==> config.mk <==
export PLATFORM = sky130hd
export DESIGN_NAME = l2_ic_refill_resp
export DESIGN_NICKNAME = d
export VERILOG_FILES = /design/src/rtl/l2_ic_refill_resp.sv
export SDC_FILE = /design/constraint.sdc
export NUM_CORES = 1
export LEC_CHECK = 0
export CAP_MARGIN = 20
export CORE_ASPECT_RATIO = 1.4
export CORE_UTILIZATION = 45
export DETAILED_ROUTE_END_ITERATION = 6
export PLACE_DENSITY = 0.83
export SYNTH_ARGS = -nofsm -noshare
export SYNTH_HDL_FRONTEND = slang
export SYNTH_SLANG_ARGS = --single-unit
==> constraint.sdc <==
create_clock -name clk -period 4 [get_ports clk]
set_input_delay 0.8 -clock clk [delete_from_list [all_inputs] [get_ports clk]]
set_output_delay 0.8 -clock clk [all_outputs]
set_load 0.05 [all_outputs]
==> src/rtl/l2_ic_refill_resp.sv <==
// Instruction-cache refill responder: fetches four memory words into a 128-bit line and hands it to L1.
// The last filled line is kept in a one-entry buffer so a repeated request to the same block skips memory.
module l2_ic_refill_resp #(
  parameter bit REUSE_EN = 1'b1,
  parameter int WORD_NUM = 4
) (
  input  logic         clk,
  input  logic         reset,
  input  logic         irq,
  input  logic         ic_rw_en,
  input  logic [27:0]  l2_addr,
  input  logic         l2_cache_rw,
  input  logic         complete,
  input  logic         inv,
  output logic         l2_busy,
  output logic         l2_rdy,
  output logic         mem_wr_ic_en,
  output logic [127:0] data_wd_l2,
  output logic         mem_rd_req,
  output logic [29:0]  mem_addr,
  input  logic [31:0]  mem_rd_data,
  input  logic         mem_ack
);

  typedef enum logic [1:0] {IDLE = 2'd0, FETCH = 2'd1, WRITE_L1 = 2'd2} state_e;

  state_e         state_q, state_d;
  logic [27:0]    addr_q, tag_q;
  logic [1:0]     cnt_q;
  logic [127:0]   line_q;
  logic           valid_q, rdy_q;
  logic           rd_req, wr_req, hit, last_ack;

  // The l2_rdy cycle blocks acceptance so a level irq cannot fire twice.
  assign rd_req   = irq & ic_rw_en & ~l2_cache_rw & ~rdy_q;
  assign wr_req   = irq & ic_rw_en &  l2_cache_rw & ~rdy_q;
  assign hit      = REUSE_EN & valid_q & (l2_addr == tag_q);
  assign last_ack = mem_ack & (cnt_q == 2'(WORD_NUM - 1));

  always_ff @(posedge clk) begin
    if (reset) state_q <= IDLE;
    else       state_q <= state_d;
  end

  always_comb begin
    state_d = state_q;
    case (state_q)
      IDLE:     if (rd_req)   state_d = hit ? WRITE_L1 : FETCH;
      FETCH:    if (last_ack) state_d = WRITE_L1;
      WRITE_L1: if (complete) state_d = IDLE;
      default:                state_d = IDLE;
    endcase
  end

  always_ff @(posedge clk) begin
    if (reset) begin
      addr_q  <= '0;
      tag_q   <= '0;
      cnt_q   <= '0;
      line_q  <= '0;
      valid_q <= 1'b0;
      rdy_q   <= 1'b0;
    end else begin
      rdy_q <= ((state_q == WRITE_L1) & complete) | ((state_q == IDLE) & wr_req);
      if ((state_q == IDLE) && rd_req) begin
        addr_q <= l2_addr;
        cnt_q  <= '0;
      end
      if ((state_q == FETCH) && mem_ack) begin
        line_q[{cnt_q, 5'd0} +: 32] <= mem_rd_data;
        cnt_q                       <= cnt_q + 2'd1;
        if (last_ack) tag_q <= addr_q;
      end
      // A miss refills the buffer in place, so the old tag must not outlive its start.
      if (inv)                                        valid_q <= 1'b0;
      else if ((state_q == FETCH) && last_ack)        valid_q <= 1'b1;
      else if ((state_q == IDLE) && rd_req && !hit)   valid_q <= 1'b0;
    end
  end

  always_comb begin
    l2_busy      = (state_q != IDLE);
    l2_rdy       = rdy_q;
    mem_rd_req   = (state_q == FETCH);
    mem_addr     = '0;
    mem_wr_ic_en = 1'b0;
    data_wd_l2   = '0;
    case (state_q)
      FETCH:    mem_addr = {addr_q, cnt_q};
      WRITE_L1: begin
        mem_wr_ic_en = 1'b1;
        data_wd_l2   = line_q;
      end
      default: ;
    endcase
  end

endmodule
==> results.md <==
- Gate power share: 6.1%
- Global-route wire length before repair: 37200 um
- Multi-input gate area: about 0.004 mm2
- Post-synth EDFFs: 0
- Vias in the first global route: a little over 7000
- Total CTS buffers: 17
- Hold Violations, Final: 0
- Number of routed nets with antenna violations: 0
- DIE WIDTH: around 120 um
- Final setup TNS: 0 ns
- Slew margin rel.: between 40% and 50%
- Die height: between 150 and 200 um
- Max-cap viol count: 0
- Initial antenna violation count: 0
- Worst hold path startpoint: line_q[31]
- Top cells by area, synth: dfxtp_1, and2_1, nand2_1, a21oi_1, nand3_1
- Vias after detailed routing: 7723
- IO Pins: 230
- RR Endpoint: line_q[60]
- Internal power: roughly 3000 uW
- Drc violations: 0
- Area occupied by registers: about 0.0038 mm2
- Post-CTS Resized: 0
- Placement Cell Area: between 0.01 and 0.015 mm2
- Setup CP Type: reg2out
- Critical path peak fanout: between 100 and 150
- Post-synth top area share: a little under half
- Placer congestion estimate: ~0.85
- CP startpoint: state_q[1]
- Hold Crit Class: reg2reg
- Synth Instances: roughly 1000
- VDD IR-drop max: roughly 220 uV
- Post-DP HPWL: 15600 um
- Required @ worst endpoint: around 3.2 ns
- Main flop type after synthesis: dfxtp_1
- Share of cells above drive strength 1: around 4.7%
- Post-CTS Setup Inserts: 0
- Async SR Flop Fraction: 0%
- Antenna Cells: 0
- Rows: 58
- Layout area overhead: 36.6%
- Post-synthesis cell type count: 34
- Grt total ovfl: 0
- Cell area after synthesis: around 0.0082 mm2
- RSZ-0062 raised after global routing: no
- Worst Hold Depth: 2
- Worst Path Arrival: around 2.4 ns
- Layout Cells excl Fill: ~1500
- Measured slew at the worst slew-check pin: ~0.81 ns
- Status: completed
- Final Routed Wirelength: 23500 um
- Core Area: between 0.015 and 0.02 mm2
- Reg2Reg Depth: 6
- CP Capture Type: output pin
- WL per Instance: 16.0 um
- Post-synthesis average cell area: 7.88 um2
- CP startpoint kind: flop
- Hold Slack: around 0.45 ns
- IO buf count: approximately 230
- Sw frac: about 23%
- First drt pass iteration count: 5
- Deepest clock path buffer count: 2
- Synthesized Nets: approximately 1100
- Dpl cells: approximately 1400
- Die area: between 0.015 and 0.02 mm2
- Crit share post-route: 80.2%
- R2r setup slk: ~1.8 ns
- Clock share of power: between 40 and 50%
- All-layer global routing usage: about a quarter
- Flop and latch count out of synthesis: between 150 and 200
- Net Sw Power: 893 uW
- Flop pwr share: between 40% and 50%
- Finish-stage setup viols: 0
- Vias/cell: approximately 5.3
- Total Nets Final: 1288
- R2r startpoint: cnt_q[0]
- H-tree Lvls: 4
- Leakage: around 0.0038 uW
- Largest net degree at the start of global routing: about 130
- Post-CTS Hold Buffers: 0
- Initial core utilization: 45.9%
- PD cells: approximately 350 mW/mm2
- CTS sink cnt: 190
- CTS tree: yes
- Final Cell Area: ~0.011 mm2
- Clock Skews: 0.00615 ns
- Clock latency on the worst-skew pair: between 0.4 and 0.5 ns
- Fillcell total: about 1600
- Worst-path clk slew: 0.06 ns
- Fmax: 312 MHz
- Post-layout min period: around 3.2 ns
- Hold EP: line_q[31]
- YS warnings: 0
- Area leader, netlist: dfxtp_1
- CTS root buf: clkbuf_16
- Max-slew violation count: 0
- Sequential-to-total area share from yosys stat: between 40 and 50%
- Drt initial violations: between 500 and 600
[synth_stat cells (2+ instances only)]
library cell,count
nor2_1,34
nand2_1,210
dfxtp_1,190
buf_4,2
a21oi_1,157
buf_2,29
and3_1,4
nand4_1,5
ha_1,5
xor2_1,11
nor3b_2,3
nor3_1,2
a22oi_1,32
clkbuf_1,57
xnor2_1,17
nand3_1,102
and2_1,158
nor4_1,4
inv_1,2
[stage by stage]
step                utilization [%]  power [uW]  setup slack, ns
floorplan                         -        2070             1.34
global placement               59.3        2200             1.25
detailed placement             59.3        2200             1.24
CTS                            62.7        3920            0.768
global route                   62.7        4030            0.658
finish                         62.7        3890            0.792
[kinds of logic (layout without fill, tap and decap cells)]
group / Yosys count / count (layout) / synth area share, %
adders and majority gates: 5 / 5 / 0.764
AOI/OAI and AO/OA: 193 / 193 / 12.9
xor gates and xnor gates: 28 / 28 / 3.00
DFF: 190 / 190 / 46.5
and+or+nand+nor: 531 / 531 / 32.0
buffers and inverters: 92 / 281 / 4.84
[placed cells by master, fill, tap and decap left out, types with 2 or more instances in the layout]
master	netlist	routed
ha_1	5	5
xnor2_1	17	17
buf_12	0	2
nand4_1	5	5
nor3b_4	0	3
nor2_1	34	34
clkinv_4	0	2
clkdlybuf4s50_1	0	228
a22oi_1	32	32
clkinv_2	0	4
a21oi_1	157	157
xor2_1	11	11
and2_1	158	158
dfxtp_1	190	190
clkbuf_16	0	17
and3_1	4	4
buf_4	2	15
nand3_1	102	102
nor4_1	4	4
bufinv_16	0	3
inv_1	2	2
inv_6	0	4
nand2_1	210	210
[final cells by class]
class / instances / share of cell area, %
clock buffers: 17 / 3.80
clock inverters: 15 / 1.62
well taps: 240 / 2.68
repair buffers: 246 / 21.9
inverters: 3 / 0.101
flip-flops and latches: 190 / 34.0
multi-input cells: 757 / 35.9
[power by group through the flow]
stage,Combinational [uW],Clock (uW),Sequential (uW)
2_1_floorplan,107,0,1960
3_3_place_gp,233,0,1960
3_5_place_dp,234,0,1960
4_1_cts,236,1770,1920
5_1_grt,254,1850,1920
6_report,237,1730,1920
[sequential cells by signal, indices dropped and copies added, names as in the netlist]
register / flops
addr_q: 28
tag_q: 28
l2_rdy: 1
line_q: 128
valid_q: 1
state_q: 2
cnt_q: 2
[worst max path at each step]
stage,to,slack (ns)
after detailed placement,data_wd_l2[125],1.24
final,data_wd_l2[102],0.79
after CTS,data_wd_l2[125],0.77
after global placement,data_wd_l2[125],1.25
after global routing,data_wd_l2[8],0.66
after floorplan,mem_addr[20],1.34
[routing by layer]
layer  GRT usage, %  share of wire [%]  vias up
met1           29.9                 38     3557
li1               -                  -     3776
met4           13.5                3.9        0
met2           43.5                 51      332
met5              0                  0        -
met3           5.03                7.0       58
[worst max-delay path: stages (launching register included)]
cell and delay (ns):
dfxtp_1 0.38, nor2b_4 0.18, buf_12 0.32, and2_1 0.18, clkdlybuf4s50_1 0.84
No activity file was read; power rests on OpenSTA's default activity.
